### config.mk
export PLATFORM = sky130hd
export DESIGN_NAME = btn_cond
export DESIGN_NICKNAME = d
export VERILOG_FILES = /design/src/rtl/btn_cond_pkg.sv /design/src/rtl/btn_cond_debounce.sv /design/src/rtl/btn_cond.sv
export SDC_FILE = /design/constraint.sdc
export NUM_CORES = 1
export LEC_CHECK = 0
export BUFFER_PORTS_ARGS = -buffer_cell sky130_fd_sc_hd__buf_4
export CORE_MARGIN = 10
export CORE_UTILIZATION = 59
export CTS_CLUSTER_SIZE = 16
export DETAILED_ROUTE_END_ITERATION = 6
export MAX_ROUTING_LAYER = met4
export PLACE_DENSITY_LB_ADDON = 0.05
export SYNTH_ARGS = -nofsm -noshare
export SYNTH_HDL_FRONTEND = slang
export SYNTH_SLANG_ARGS = --single-unit
### constraint.sdc
create_clock -name clk -period 3.3 [get_ports clk]
set_input_delay 0.495 -clock clk [delete_from_list [all_inputs] [get_ports clk]]
set_output_delay 0.495 -clock clk [all_outputs]
set_load 0.02 [all_outputs]
### src/rtl/btn_cond_pkg.sv
// Shared types and sizing helpers for the push-button input conditioner.
package btn_cond_pkg;

  typedef enum logic [1:0] {
    RELEASED    = 2'd0,
    PRESS_CHK   = 2'd1,
    HELD        = 2'd2,
    RELEASE_CHK = 2'd3
  } btn_state_t;

  // Width of a counter that must reach the larger of the debounce and repeat periods.
  function automatic int cnt_width(input int deb_cycles, input int rpt_cycles);
    int m;
    m = (deb_cycles > rpt_cycles) ? deb_cycles : rpt_cycles;
    return $clog2(m + 1);
  endfunction

endpackage

### src/rtl/btn_cond_debounce.sv
// One button: synchroniser, debounce FSM and registered single-cycle press pulse.
// Optional auto-repeat while held when BTN_COND_AUTO_REPEAT_EN is defined (per-instance rpt_en tie).
module btn_debounce
  import btn_cond_pkg::*;
#(
  parameter int SYNC_STAGES     = 2,
  parameter int DEBOUNCE_CYCLES = 4,
  parameter int REPEAT_CYCLES   = 8
) (
  input  logic clk,
  input  logic rst_n,
  input  logic raw,
  input  logic rpt_en,
  output logic pulse,
  output logic pulse_set
);

  localparam int CW = cnt_width(DEBOUNCE_CYCLES, REPEAT_CYCLES);
  localparam logic [CW-1:0] DEB_LAST = CW'(DEBOUNCE_CYCLES - 1);

  logic [SYNC_STAGES-1:0] sync_q;
  logic                   s;
  btn_state_t             state_q, state_d, prev_q;
  logic [CW-1:0]          cnt_q, cnt_d, cnt_inc;
  logic                   entry;

  assign s = sync_q[SYNC_STAGES-1];

  always_ff @(posedge clk) begin
    if (!rst_n) begin
      sync_q <= '0;
    end else begin
      sync_q <= {sync_q[SYNC_STAGES-2:0], raw};
    end
  end

  assign cnt_inc = (cnt_q == '1) ? cnt_q : cnt_q + 1'b1;

  always_comb begin
    state_d = state_q;
    cnt_d   = cnt_q;
    unique case (state_q)
      RELEASED: begin
        if (s) begin
          state_d = PRESS_CHK;
          cnt_d   = '0;
        end
      end
      PRESS_CHK: begin
        if (!s) begin
          state_d = RELEASED;
        end else begin
          cnt_d = cnt_inc;
          if (cnt_q == DEB_LAST) state_d = HELD;
        end
      end
      HELD: begin
        if (!s) begin
          state_d = RELEASE_CHK;
          cnt_d   = '0;
        end
      end
      RELEASE_CHK: begin
        if (s) begin
          state_d = HELD;
        end else begin
          cnt_d = cnt_inc;
          if (cnt_q == DEB_LAST) state_d = RELEASED;
        end
      end
      default: state_d = RELEASED;
    endcase
  end

  always_ff @(posedge clk) begin
    if (!rst_n) begin
      state_q <= RELEASED;
      prev_q  <= RELEASED;
      cnt_q   <= '0;
    end else begin
      state_q <= state_d;
      prev_q  <= state_q;
      cnt_q   <= cnt_d;
    end
  end

  // Only a debounced press (not a release-bounce recovery) counts as a fresh entry.
  assign entry = (state_q == HELD) && (prev_q == PRESS_CHK);

`ifdef BTN_COND_AUTO_REPEAT_EN
  localparam logic [CW-1:0] RPT_LAST = CW'(REPEAT_CYCLES - 1);

  logic [CW-1:0] rpt_q;
  logic          rpt_fire;

  assign rpt_fire  = rpt_en && (state_q == HELD) && !entry && (rpt_q == RPT_LAST);
  assign pulse_set = entry || rpt_fire;

  always_ff @(posedge clk) begin
    if (!rst_n) begin
      rpt_q <= '0;
    end else if ((state_q != HELD) || entry || rpt_fire) begin
      rpt_q <= '0;
    end else if (rpt_q != '1) begin
      rpt_q <= rpt_q + 1'b1;
    end
  end
`else
  logic unused_rpt_en;
  assign unused_rpt_en = rpt_en;
  assign pulse_set     = entry;
`endif

  always_ff @(posedge clk) begin
    if (!rst_n) begin
      pulse <= 1'b0;
    end else begin
      pulse <= pulse_set;
    end
  end

endmodule

### src/rtl/btn_cond.sv
// Conditions two raw buttons and an 8-bit switch bank into ld/inc pulses plus a held load value.
// Auto-repeat on the inc button is enabled by defining BTN_COND_AUTO_REPEAT_EN.
module btn_cond
  import btn_cond_pkg::*;
#(
  parameter int SYNC_STAGES     = 2,
  parameter int DEBOUNCE_CYCLES = 4,
  parameter int REPEAT_CYCLES   = 8
) (
  input  logic       clk,
  input  logic       rst_n,
  input  logic       btn_ld_raw,
  input  logic       btn_inc_raw,
  input  logic [7:0] sw_raw,
  output logic       ld,
  output logic       inc,
  output logic [7:0] in
);

  logic [7:0] sw_sync_q [SYNC_STAGES];
  logic       ld_set;
  logic       unused_inc_set;

  btn_debounce #(
    .SYNC_STAGES    (SYNC_STAGES),
    .DEBOUNCE_CYCLES(DEBOUNCE_CYCLES),
    .REPEAT_CYCLES  (REPEAT_CYCLES)
  ) u_ld (
    .clk      (clk),
    .rst_n    (rst_n),
    .raw      (btn_ld_raw),
    .rpt_en   (1'b0),
    .pulse    (ld),
    .pulse_set(ld_set)
  );

  btn_debounce #(
    .SYNC_STAGES    (SYNC_STAGES),
    .DEBOUNCE_CYCLES(DEBOUNCE_CYCLES),
    .REPEAT_CYCLES  (REPEAT_CYCLES)
  ) u_inc (
    .clk      (clk),
    .rst_n    (rst_n),
    .raw      (btn_inc_raw),
    .rpt_en   (1'b1),
    .pulse    (inc),
    .pulse_set(unused_inc_set)
  );

  // The load value is captured on the same edge that raises ld, so it is valid with the pulse.
  always_ff @(posedge clk) begin
    if (!rst_n) begin
      for (int i = 0; i < SYNC_STAGES; i++) sw_sync_q[i] <= '0;
      in <= '0;
    end else begin
      sw_sync_q[0] <= sw_raw;
      for (int i = 1; i < SYNC_STAGES; i++) sw_sync_q[i] <= sw_sync_q[i-1];
      if (ld_set) in <= sw_sync_q[SYNC_STAGES-1];
    end
  end

endmodule

# Word-level counts from Yosys, hierarchy flattened
# Memory sizes are Yosys's and may differ from the RTL's. A register that Yosys moved wholly into a read port is not among the register bits.
# Cells that the tools add are included.
# Widths: inputs -> output; s select.
[classes]
n_reduce_logical = 9
addsub = 2
eq_ne = 24
bitwise_logic = 2
muxes = 30
[ops]
columns = ["cell", "count"]
rows = [
  ["$mux 4", 10],
  ["$pmux 4 s4", 2],
  ["$mux 2", 12],
  ["$mux 8", 2],
  ["$pmux 2 s4", 2],
  ["$reduce_and 4->1", 4],
  ["$add 4x1->4 const B", 2],
  ["$eq 2x1->1 const B", 4],
  ["$eq 2x2->1 const B", 4],
  ["$eq 4x2->1 const B", 2],
  ["$eq 4x4->1 const B", 2],
  ["$ne 2x1->1 const B", 4],
  ["$ne 2x2->1 const B", 4],
  ["$ne 3x1->1 const B", 2],
  ["$ne 3x3->1 const B", 2],
  ["$logic_not 2->1", 2],
  ["$logic_and 1x1->1", 2],
  ["$mux 1", 2],
  ["$or 1x1->1", 2],
  ["$logic_not 1->1", 1],
]
[totals]
regBits = 22
n_memories = 1
mem_bits_rw = 16
output_inout_bits = 10
wordCells = 78
input_bits = 12
[memory_table]
columns = ["memory", "depth", "word_bits", "read_ports", "rd_ports_with_merged_regs", "write_ports", "line", "rtl"]
rows = [
  ["sw_sync_q", 2, 8, 2, 1, 2, "btn_cond.sv:20", "logic [7:0] sw_sync_q [SYNC_STAGES];"],
]

# Longest topological paths before layout
[depth]
depth_word = 4
ltp_mapped = 4

# Modules after synthesis
# From an unflattened synthesis, not the netlist that was laid out.
[unflattened]
cells_unflattened = 149
area_unflattened_um2 = 1652.8
[by_module_without_submodules]
columns = ["mod", "n_inst", "area_per_inst_um2", "cells_per_inst"]
rows = [
  ["btn_debounce", 2, 456.7, 44],
  ["btn_cond", 1, 739.5, 61],
]

# Least setup slack after synthesis
# Ideal clock, no wire load.
[synth_timing]
kind = "reg2reg"
from = "reg u_inc.cnt_q[0]"
to = "reg u_inc.cnt_q[3]"
path_slack_ns = 2.138
arrival_time_ns = 1.036
stages_incl_launch_ff = 5
setup_ns = 0.125
required_time_ns = 3.175
path_cell_list = "dfxtp_1 -> ha_1 -> and4_1 -> o31ai_1 -> a21oi_1"
[synth_between]
elab_chain_len = 4
word_cells_on_any_way = 6
cone_classes = "add/sub (1); eq/ne (1); mux (4)"
[synth_lines]
columns = ["item", "line", "rtl"]
rows = [
  ["from (decl)", "btn_cond_debounce.sv:24", "logic [CW-1:0] cnt_q, cnt_d, cnt_inc;"],
  ["from (signal assigned)", "btn_cond_debounce.sv:83", "cnt_q <= cnt_d;"],
  ["$add 4x1->4 / $eq 4x4->1 (equally long branches)", "btn_cond_debounce.sv:37", "assign cnt_inc = (cnt_q == '1) ? cnt_q : cnt_q + 1'b1;"],
  ["$mux 4 *", "btn_cond_debounce.sv:37", ""],
  ["$mux 4, on equally long branches", "btn_cond_debounce.sv:64, btn_cond_debounce.sv:50", ""],
  ["$pmux 4 s4 *", "btn_cond_debounce.sv:42", "unique case (state_q)"],
]
# Every way passes the cells marked *; elsewhere a longest branch is shown, timed or not. The select of a mux whose other input is x is not followed.
# A chain may end at the register's enable or synchronous reset.

# Worst setup path after layout
[layout_timing]
from = "reg in[5], read port of sw_sync_q"
to = "out in[5]"
[layout_lines]
columns = ["item", "line", "rtl"]
rows = [
  ["from (decl)", "btn_cond.sv:17", "output logic [7:0] in"],
]
# No word-level cell between the ends.

==> out/metrics.csv <==
metric,value,unit
status,"finished, final reports clean",
slowest CP cell,dfxtp_1,
largest net degree at the start of global routing,45,
total setup buffers inserted after CTS,0,
"top cells by count, synth","dfxtp_1, and2_1, mux2i_1, nor2b_1, a21oi_1",
grt total ovfl,0,
hold_buf cts,0,
Initial DRT Pass Iterations,4,
Switching Fraction,0.204,
vias per cell,5.44,
clk sinks,46,
Synth Flop Type,dfxtp_1,
Rows,18,
post-synthesis cell count,146,
hold path cells,2,
"Critical Path, Cell by Cell",buf_4,
Clk network pwr share,0.295,
slew at the pin closest to its max-slew limit,426,ps
post-CTS sizing,0,
"Period Utilization, post-route",0.413,
Initial DRC Count,122,
final critical-path required period,1360,ps
final wirelength,2550,um
Cell Int Power,683,uW
gpl congestion,0.832,
FMAX,0.734,GHz
total CTS buffers,5,
unrepaired setup endpoints after global routing,no,
Global Route Usage Sum,0.109,
Initial Util,0.630,
final net count,182,
Worst-path clk slew,120,ps
net count after synthesis,160,
DR DRC count,0,
count of cell types in the netlist,26,
Power Total,858,uW
Yosys top cell by area,dfxtp_1,
Detail Placement HPWL,1790,um
number of global-route vias before repair,1032,
Setup Skew,10.5,ps
CP max stage delay,370,ps
Post-synth EDFFs,0,
r2r endpoint,in[0],
Critical path buffers and inverters,1,
die area,5200,um2
CP max FO,2,
CP required,2800,ps
Horiz. Die Dim,72.1,um
Crit. End Element,output pin,
share of the synthesized area in the top cell type,0.575,
final hold vios,0,
first-pass GRT wire length,4440,um
Mapped Area,1600,um2
Switch Pwr,175,uW
H-tree depth,2,
"Seq/Total Area, Yosys",0.575,
CP startpoint kind,flip-flop,
worst reg-to-reg setup slack,2000,ps
Synth Register Bits,46,
top-count cell post-synth,dfxtp_1,
Die Ht,72.1,um
Seq pwr share,0.668,
Synthesis Warnings,0,
antenna fix cells,0,
core box area,2540,um2
met1 Usage GRT,0.111,
R2R cell count,3,
CTS max path bufs,2,
crit path DAT,870,ps
met2 usage,0.171,
hold path endpoint,u_ld.sync_q[0],
fin. max-slew vios,0,
Via Count,1072,
GR peak layer,met2,
TritonCTS clock tree,built,
Comb pwr share,0.037,
Slew headroom,0.714,
worst skew pair latency,350,ps
PwrDens,471,nW/um2
I/O pin total,22,
Synth Area per Inst,11.0,um2
Synth area leaders,"dfxtp_1, and2_1, mux2i_1, nor2b_1, and4bb_2",
clk root buf,clkbuf_4,
type of the worst setup path,reg2out,
Worst Min Path Start,btn_ld_raw,
Fin Setup TNS,0,ps
layout cells sized above 1,0.186,
HP Class,in2reg,
ys async rst share,0,
IO Port Bufs,21,
initial antenna violation count,0,
maximum vdd drop,0.398,mV
met3 usage,0.0422,
Final ANT Viol Nets,0,
Lkg Pwr,0.712,nW
MaxCap Viol Count,0,
Wirelength per Cell,12.9,um
setup violators final,0,
cell family with most CP delay,flip-flops,
area delta synth->final,13.7,%
-- through the flow --
stage,hold slack (ps),utilization,std cells,setup WS [ps],cell area [um2]
finish,345,0.716,197,1940,1820
global route,322,0.716,197,1870,1820
CTS,331,0.716,197,1920,1820
detailed placement,418,0.696,191,1990,1770
global placement,416,0.696,191,2070,1770
floorplan,412,-,146,2140,1600
-- power groups by stage --
stage               combinational (mW)  clock (mW)  sequential [mW]
finish                          0.0315       0.254            0.573
global route                    0.0357       0.284            0.575
CTS                             0.0320       0.264            0.573
detailed placement              0.0319           0            0.586
global placement                0.0306           0            0.585
floorplan                       0.0198           0            0.584
-- registers in the layout, summed over array words and instances (netlist names), named ones only --
register       cells
u_inc.sync_q       2
u_ld.prev_q        2
u_inc.pulse        1
u_inc.prev_q       2
u_ld.pulse         1
in                 8
sw_sync_q         16
u_ld.cnt_q         4
u_inc.cnt_q        4
u_inc.state_q      1
u_ld.state_q       1
u_ld.sync_q        2
-- worst max path at each step --
| stage | start | end | cells past startpoint |
|---|---|---|---|
| after floorplan | u_inc.cnt_q[0] | u_inc.cnt_q[3] | 4 |
| after global placement | u_ld.state_q[0] | in[7] | 3 |
| after detailed placement | flip-flop | in[0] | 3 |
| after CTS | in[5] | in[5] | 1 |
| after global routing | u_ld.cnt_q[0] | u_ld.cnt_q[3] | 4 |
| final | in[5] | in[5] | 1 |
-- kinds of logic after synthesis --
family,Yosys count,share of synthesized area
AO/OA/AOI/OAI,17,0.0609
XOR/XNOR,4,0.0219
adder cells (fa/ha/maj),2,0.0156
buffers and inverters,6,0.0164
flip-flops,46,0.575
multiplexers,10,0.0625
AND/OR/NAND/NOR,61,0.248
-- final cells by class --
cell class / instances / area, um2
fill: 190 / 722
timing repair buffer: 21 / 158
clock buffer: 6 / 51.3
tap: 30 / 37.5
sequential: 46 / 921
multi-input combinational: 94 / 656
-- placed cells by master, fill, tap and decap left out --
cell type,n
a21boi_0,3
a21oi_1,7
and2_1,24
and2_2,1
and3_1,2
and4_1,2
and4bb_2,3
buf_4,21
clkbuf_4,5
clkbuf_8,1
dfxtp_1,46
ha_1,2
mux2i_1,10
nand2_1,2
nand3_1,2
nand3b_1,2
nand4_1,4
nand4b_1,1
nor2_1,3
nor2b_1,10
nor3_1,1
nor3b_1,2
o21ai_0,5
o31ai_1,2
or3_1,2
xnor2_1,2
xor2_1,2
-- routing by layer --
layer | share of wire | vias to the layer above | routed length (um)
met5 | 0 | - | 0
li1 | - | 543 | -
met3 | 0.067 | 6 | 172
met2 | 0.47 | 29 | 1210
met4 | 0.014 | 0 | 35
met1 | 0.44 | 494 | 1140
(Power assumes the default switching activity.)
